## config.mk

```make
export PLATFORM = sky130hd
export DESIGN_NAME = alu_cmd_queue
export DESIGN_NICKNAME = d
export VERILOG_FILES = /design/src/rtl/alu_cmd_queue.sv
export SDC_FILE = /design/constraint.sdc
export NUM_CORES = 1
export LEC_CHECK = 0
export CORE_UTILIZATION = 55
export CTS_CLUSTER_SIZE = 40
export DETAILED_ROUTE_END_ITERATION = 8
export PLACE_DENSITY_LB_ADDON = 0.05
export SLEW_MARGIN = 40
export SYNTH_ARGS = -nofsm -noshare
export SYNTH_HDL_FRONTEND = slang
export SYNTH_SLANG_ARGS = --single-unit
```

## constraint.sdc

```tcl
create_clock -name clk -period 7.7 [get_ports clk]
set_input_delay 1.54 -clock clk [delete_from_list [all_inputs] [get_ports clk]]
set_output_delay 1.54 -clock clk [all_outputs]
set_load 0.01 [all_outputs]
```

## src/rtl/alu_cmd_queue.sv

```systemverilog
// Command FIFO in front of a combinational 2-bit-opcode ALU, with a registered
// result stage (data, opcode, zero, carry) on a valid/ready output port.
module alu_cmd_queue #(
   parameter int ALU_WIDTH = 16,
   parameter int DEPTH     = 4
) (
   input  logic                      clk,
   input  logic                      rst_n,
   input  logic                      cmd_valid,
   output logic                      cmd_ready,
   input  logic [1:0]                cmd_opcode,
   input  logic [ALU_WIDTH-1:0]      cmd_a,
   input  logic [ALU_WIDTH-1:0]      cmd_b,
   output logic [ALU_WIDTH-1:0]      alu_a,
   output logic [ALU_WIDTH-1:0]      alu_b,
   output logic [1:0]                alu_opcode,
   input  logic [ALU_WIDTH-1:0]      alu_result,
   output logic                      res_valid,
   input  logic                      res_ready,
   output logic [ALU_WIDTH-1:0]      res_data,
   output logic [1:0]                res_opcode,
   output logic                      res_zero,
   output logic                      res_carry,
   output logic [$clog2(DEPTH):0]    level
);

   localparam int PW = $clog2(DEPTH);
   localparam int LW = PW + 1;
   localparam logic [LW-1:0] FULL_LVL = LW'(DEPTH);

   logic [ALU_WIDTH-1:0] mem_a  [DEPTH];
   logic [ALU_WIDTH-1:0] mem_b  [DEPTH];
   logic [1:0]           mem_op [DEPTH];

   logic [PW-1:0]        wr_ptr;
   logic [PW-1:0]        rd_ptr;
   logic                 empty;
   logic                 push;
   logic                 fire;
   logic [ALU_WIDTH:0]   sum_ext;
   logic                 carry_next;

   assign empty     = (level == '0);
   assign cmd_ready = (level != FULL_LVL);
   assign push      = cmd_valid && cmd_ready;
   assign fire      = !empty && (!res_valid || res_ready);

   // Head is read from storage only, so cmd_* never reaches the ALU combinationally.
   assign alu_a      = empty ? '0 : mem_a[rd_ptr];
   assign alu_b      = empty ? '0 : mem_b[rd_ptr];
   assign alu_opcode = empty ? '0 : mem_op[rd_ptr];

   assign sum_ext = {1'b0, alu_a} + {1'b0, alu_b};

   always_comb begin
      carry_next = 1'b0;
      case (alu_opcode)
         2'b00:   carry_next = sum_ext[ALU_WIDTH];
         2'b01:   carry_next = (alu_a < alu_b);
         default: carry_next = 1'b0;
      endcase
   end

   // Payload storage needs no reset: occupancy alone decides what is valid.
   always_ff @(posedge clk) begin
      if (push) begin
         mem_a[wr_ptr]  <= cmd_a;
         mem_b[wr_ptr]  <= cmd_b;
         mem_op[wr_ptr] <= cmd_opcode;
      end
   end

   always_ff @(posedge clk or negedge rst_n) begin
      if (!rst_n) begin
         wr_ptr     <= '0;
         rd_ptr     <= '0;
         level      <= '0;
         res_valid  <= 1'b0;
         res_data   <= '0;
         res_opcode <= '0;
         res_zero   <= 1'b0;
         res_carry  <= 1'b0;
      end else begin
         if (push) wr_ptr <= wr_ptr + 1'b1;
         if (fire) rd_ptr <= rd_ptr + 1'b1;

         case ({push, fire})
            2'b10:   level <= level + 1'b1;
            2'b01:   level <= level - 1'b1;
            default: level <= level;
         endcase

         if (fire) begin
            res_valid  <= 1'b1;
            res_data   <= alu_result;
            res_opcode <= alu_opcode;
            res_zero   <= (alu_result == '0);
            res_carry  <= carry_next;
         end else if (res_valid && res_ready) begin
            res_valid  <= 1'b0;
         end
      end
   end

endmodule
```

# After elaboration in Yosys (flattened, before gate mapping)
# Memories as Yosys holds them, arrays and structs flattened.
# Cells that the tools add are included.
[totals]
register_bits = 28
ramBits = 136
in_bits = 54
output_inout_bits = 59
n_memories = 3
[memory_table]
columns = ["memory", "depth", "word_bits", "read_ports", "rd_clocked_by_memory_dff", "wr", "line_no", "text"]
rows = [
  ["mem_a", 4, 16, 1, 0, 1, "31", "logic [ALU_WIDTH-1:0] mem_a [DEPTH];"],
  ["mem_b", 4, 16, 1, 0, 1, "32", "logic [ALU_WIDTH-1:0] mem_b [DEPTH];"],
  ["mem_op", 4, 2, 1, 0, 1, "33", "logic [1:0] mem_op [DEPTH];"],
]
[op_classes]
addsub = 5
order_cmp = 1
eq_ne = 4
n_mux = 9
n_reduce_logical = 11
[ops]
columns = ["operator", "n"]
rows = [
  ["$mux W16", 2],
  ["$add A16 B16 Y17", 1],
  ["$logic_not A16 Y1", 1],
  ["$lt A16 B16 Y1", 1],
  ["$pmux W3 S2", 1],
  ["$add A2 B1 Y2 const B", 2],
  ["$eq A2 B1 Y1 const B", 2],
  ["$mux W1", 4],
  ["$reduce_bool A2 Y1", 2],
  ["$add A3 B1 Y3 const B", 1],
  ["$logic_and A1 B1 Y1", 3],
  ["$logic_not A3 Y1", 1],
  ["$ne A3 B3 Y1 const B", 1],
  ["$sub A3 B1 Y3 const B", 1],
  ["$eq A2 B2 Y1 const B", 1],
  ["$logic_not A1 Y1", 2],
  ["$logic_not A2 Y1", 1],
  ["$mux W2", 1],
  ["$pmux W1 S2", 1],
  ["$logic_or A1 B1 Y1", 1],
]

# Depth between registers and ports, before layout
[depth]
ltp_word = 5
depth_mapped = 14
mapped_depth_nobuf = 11

# Least setup slack after synthesis
# Ideal clock, no wire load.
[synth_timing]
kind = "register -> output"
from = "register rd_ptr[1]"
to = "output port alu_a[11]"
t_arrival_ns = 1.754
required_ns = 6.160
slack_ns = 4.406
stages_incl_launch_ff = 6
path_buffers = 3
cell_sequence = "dfrtp_1 > clkbuf_1 > clkbuf_1 > buf_1 > mux4_2 > and2_1"
[synth_via]
elab_chain_cells = 2
[synth_rtl]
columns = ["item", "line_no", "text"]
rows = [
  ["start: declaration", "36", "logic [PW-1:0] rd_ptr;"],
  ["start signal: assignment", "85", "if (fire) rd_ptr <= rd_ptr + 1'b1;"],
  ["$mem_v2 Z4 W16", "n/a", ""],
  ["$mux W16", "49", "assign alu_a = empty ? '0 : mem_a[rd_ptr];"],
  ["end: declaration", "14", "output logic [ALU_WIDTH-1:0] alu_a,"],
]
# No other way between the ends.

# Worst setup path in the final report
[layout_timing]
from = "register rd_ptr[0]"
to = "output port alu_a[6]"
# The elaborated chain is that of the path after synthesis.

==> report_table.html <==
<table>
<tr><th>Metric</th><th>Value</th></tr>
<tr><th colspan="2">Synth</th></tr>
<tr><td>Largest family of logic cells by synthesized area</td><td>multiplexers</td></tr>
<tr><td>Cell variety after synth</td><td>44</td></tr>
<tr><td>Fraction of post-synthesis cell area in the top cell type by area</td><td>56.8%</td></tr>
<tr><td>Post-synth EDFFs</td><td>136</td></tr>
<tr><td>Warnings from Yosys</td><td>0</td></tr>
<tr><td>Async set-or-reset flop fraction in the synthesized netlist</td><td>17.1%</td></tr>
<tr><td>Per-instance average area after synthesis</td><td>14.8 sq um</td></tr>
<tr><td>Top-count cell post-synth</td><td>edfxtp_1</td></tr>
<tr><td>Main flop type after synthesis</td><td>edfxtp_1</td></tr>
<tr><td>Net count after synthesis</td><td>575</td></tr>
<tr><td>Count of mapped cells out of synthesis</td><td>485</td></tr>
<tr><td>Area share of fa/ha/maj cells after synthesis</td><td>6.37%</td></tr>
<tr><td>Most used standard cells in the synthesized netlist</td><td>136 x edfxtp_1, 76 x nand2_1, 35 x ha_1, 30 x inv_1, 28 x dfrtp_1</td></tr>
<tr><td>Sequential share of the synthesized area</td><td>66.6%</td></tr>
<tr><td>Cells taking the most area after synthesis</td><td>edfxtp_1 57%, dfrtp_1 9.8%, ha_1 6.1%</td></tr>
<tr><td>Post-synthesis simple-gate area fraction</td><td>9.09%</td></tr>
<tr><td>Area share of xor/xnor cells in the synthesized design</td><td>0.731%</td></tr>
<tr><td>Register bit count reported by yosys</td><td>164</td></tr>
<tr><td>Share of the synthesized area in compound gates (AO/OA/AOI/OAI)</td><td>4.04%</td></tr>
<tr><td>Top cell type by total area after synthesis</td><td>edfxtp_1</td></tr>
<tr><td>Proportion of synthesized area in mux cells</td><td>10.4%</td></tr>
<tr><td>Post-Synthesis Cell Area</td><td>7180 sq um</td></tr>
<tr><th colspan="2">Final layout</th></tr>
<tr><td>Final core utilization</td><td>71.3%</td></tr>
<tr><td>Post-route non-filler standard cell count</td><td>789</td></tr>
<tr><td>Area added between synthesis and finish</td><td>25.8%</td></tr>
<tr><td>Layout fillers</td><td>878</td></tr>
<tr><td>Proportion of layout cells with a drive suffix above 1</td><td>12.6%</td></tr>
<tr><td>Number of antenna cells inserted</td><td>0</td></tr>
<tr><td>Post-layout nets</td><td>694</td></tr>
<tr><td>Design area</td><td>9030 sq um</td></tr>
<tr><th colspan="2">Placement</th></tr>
<tr><td>Dpl cells</td><td>757</td></tr>
<tr><td>Global placer's final weighted congestion</td><td>0.806</td></tr>
<tr><td>Instance area at placement</td><td>8500 sq um</td></tr>
<tr><td>IO buf count</td><td>112</td></tr>
<tr><td>Sum of net half-perimeters after detailed placement</td><td>9740 um</td></tr>
<tr><th colspan="2">Critical path</th></tr>
<tr><td>Cells on worst reg2reg path</td><td>9</td></tr>
<tr><td>Kind of end point of the critical path</td><td>primary output</td></tr>
<tr><td>Crit path DAT</td><td>3.00 ns</td></tr>
<tr><td>Worst r2r dst</td><td>res_carry</td></tr>
<tr><td>WS Path Type</td><td>flip-flop to primary output</td></tr>
<tr><td>Launching element type of the critical path</td><td>flip-flop</td></tr>
<tr><td>Worst setup slack for register-to-register paths</td><td>3.80 ns</td></tr>
<tr><td>Critical R2R Launch</td><td>rd_ptr[0]</td></tr>
<tr><td>Critical path fanouts, max</td><td>29</td></tr>
<tr><td>Data required time of the critical path</td><td>6.16 ns</td></tr>
<tr><th colspan="2">Outcome</th></tr>
<tr><td>Result of the run</td><td>finished clean</td></tr>
<tr><th colspan="2">STA</th></tr>
<tr><td>RSZ-0062 raised after global routing</td><td>no</td></tr>
<tr><td>Period utilization</td><td>59.0%</td></tr>
<tr><td>Final-layout setup total negative slack</td><td>0 ns</td></tr>
<tr><td># setup viols final</td><td>0</td></tr>
<tr><td>Clk_skew</td><td>0.00443 ns</td></tr>
<tr><td>Worst Tran Pin Value</td><td>0.788 ns</td></tr>
<tr><td>Max frequency</td><td>0.220 GHz</td></tr>
<tr><td>Relative slew slack</td><td>47.5%</td></tr>
<tr><td>Count of final max-slew check failures</td><td>0</td></tr>
<tr><td>Hold violation total from the final report</td><td>0</td></tr>
<tr><td>Final worst path period need</td><td>4.54 ns</td></tr>
<tr><th colspan="2">Clock tree</th></tr>
<tr><td>CTS Sinks</td><td>164</td></tr>
<tr><td>CTS clock-pin slew for the worst setup and hold paths</td><td>0.06 ns</td></tr>
<tr><td>CTS tree</td><td>yes</td></tr>
<tr><td>Post-CTS setup buffer count</td><td>0</td></tr>
<tr><td>Clock latency on the worst-skew pair</td><td>0.42 ns</td></tr>
<tr><td>Level count of the clock H-tree</td><td>4</td></tr>
<tr><td>Cell at the root of the clock tree</td><td>clkbuf_16</td></tr>
<tr><td>Number of gates resized after cts</td><td>0</td></tr>
<tr><td>Clock Path Buffers</td><td>2</td></tr>
<tr><td>TritonCTS Buffers</td><td>17</td></tr>
<tr><td>CTS hold repair buffers</td><td>0</td></tr>
<tr><th colspan="2">Global route</th></tr>
<tr><td>Global-route congestion overflow total</td><td>0</td></tr>
<tr><td>Initial antenna violation count</td><td>0</td></tr>
<tr><td>Via count of the first global-routing pass</td><td>4350</td></tr>
<tr><td>Most heavily used metal layer in global routing</td><td>met2</td></tr>
<tr><td>Met3 usage in global routing</td><td>5.09%</td></tr>
<tr><td>Maximum number of pins on one net before global-route repair</td><td>53</td></tr>
<tr><td>First-pass GRT wire length</td><td>23300 um</td></tr>
<tr><td>Met2 track demand over resource in global routing</td><td>39.9%</td></tr>
<tr><td>Met1 layer usage reported by global route</td><td>31.0%</td></tr>
<tr><td>GRT Util Overall</td><td>23.8%</td></tr>
<tr><th colspan="2">Floorplan</th></tr>
<tr><td>Overall die height</td><td>116 um</td></tr>
<tr><td>Std cell rows</td><td>41</td></tr>
<tr><td>Horizontal extent of the die</td><td>116 um</td></tr>
<tr><td>Number of I/O pins</td><td>113</td></tr>
<tr><td>Die area</td><td>13500 sq um</td></tr>
<tr><td>Core outline area</td><td>12700 sq um</td></tr>
<tr><td>Initial Utilization</td><td>56.7%</td></tr>
<tr><th colspan="2">Routing</th></tr>
<tr><td>DRC marker count from the first detailed-route iteration</td><td>259</td></tr>
<tr><td>Wire length reported by the detailed router</td><td>15100 um</td></tr>
<tr><td>Avg WL per Cell</td><td>19.1 um</td></tr>
<tr><td>Post-detailed-route count of antenna-violating nets</td><td>0</td></tr>
<tr><td>Overall via count from detail_route</td><td>4339</td></tr>
<tr><td>DR pass1 iterations</td><td>4</td></tr>
<tr><td>Final routed DRC violation total</td><td>0</td></tr>
<tr><td>Detail-routed via count per cell</td><td>5.50</td></tr>
<tr><th colspan="2">Worst hold path</th></tr>
<tr><td>Startpoint of the tightest hold check path</td><td>res_data[14]</td></tr>
<tr><td>Hold Path End</td><td>res_data[14]</td></tr>
<tr><td>Path category of the worst min-delay check</td><td>flip-flop to flip-flop</td></tr>
<tr><td>Hold Path Depth</td><td>2</td></tr>
<tr><th colspan="2">Power and ir drop</th></tr>
<tr><td>Maximum vdd drop</td><td>0.000256 V</td></tr>
<tr><td>Power per standard cell area</td><td>440 nW/um^2</td></tr>
<tr><td>Total power after layout</td><td>3.97 mW</td></tr>
<tr><td>Standby leakage power</td><td>3.42 nW</td></tr>
<tr><th colspan="2">Flow run</th></tr>
<tr><td>Number of max-capacitance violations reported</td><td>0</td></tr>
</table>
layout make-up:
class                           instances  area, sq um  share of cell area (%)
Clock buffer                           17          425                    4.71
Clock inverter                         15          110                    1.22
Inverter                               30          113                    1.25
Multi-Input combinational cell        271         2200                    24.4
Sequential cell                       164         4790                    53.0
Tap cell                              172          215                    2.38
Timing Repair Buffer                  120         1180                    13.1
routing by layer:
metal / routed length, um / part of all wire, % / up-vias
li1: - / - / 2023
met1: 6650 / 44 / 2166
met2: 7360 / 49 / 132
met3: 865 / 5.7 / 18
met4: 187 / 1.2 / 0
met5: 0 / 0 / -
report_power, final:
| group | internal [mW] | switching [mW] |
|---|---|---|
| Combinational | 0.900 | 1.02 |
| Sequential | 1.19 | 0.0978 |
| Clock | 0.412 | 0.347 |
| Total | 2.50 | 1.47 |
through the flow:
stage | hold WS (ns) | setup slack (ns)
finish | 0.476 | 3.16
global route | 0.502 | 2.98
CTS | 0.478 | 3.11
detailed placement | 0.462 | 3.23
global placement | 0.457 | 3.30
floorplan | 0.514 | 4.41
cells by family (layout without fill, tap and decap cells):
| family | Yosys count | count (layout) |
|---|---|---|
| compound gates | 44 | 44 |
| flops | 164 | 164 |
| xor+xnor | 6 | 6 |
| buf+inv | 50 | 182 |
| simple gates | 136 | 136 |
| mux | 49 | 49 |
| fa+ha+maj | 36 | 36 |
flip-flops by register name (all words and copies together) (netlist names):
register	cells
wr_ptr	2
rd_ptr	2
mem_a	64
level	3
mem_b	64
res_carry	1
mem_op	8
res_data	16
res_zero	1
res_opcode	2
res_valid	1
critical path: stages, from the launching register on:
cell and delay, ns:
dfrtp_2 0.80, buf_4 0.50, mux4_2 0.55, and2_1 0.22, clkdlybuf4s50_1 0.50
worst max path at each step:
stage                   start         to  slack [ns]  cells past startpoint
finish              rd_ptr[0]   alu_a[6]        3.16                      4
global route        rd_ptr[0]   alu_a[7]        2.98                      4
CTS                 rd_ptr[0]   alu_a[7]        3.11                      4
detailed placement  res_ready   level[2]        3.23                     10
global placement    res_ready   level[2]        3.30                     10
floorplan           rd_ptr[1]  alu_a[11]        4.41                      5
layout by cell type, fill, tap and decap left out, drive strengths merged, types with 5 or more instances in the layout:
cell type,n
a21oi,11
and2,20
and3,5
buf,8
clkbuf,17
clkdlybuf4s50,112
clkinv,6
clkinvlp,7
dfrtp,28
edfxtp,136
ha,35
inv,32
mux2,15
mux2i,15
mux4,19
nand2,76
nand2b,5
nor3,6
nor4,5
o211ai,15
o21ai,8
Power figures use the tool's default switching activity.
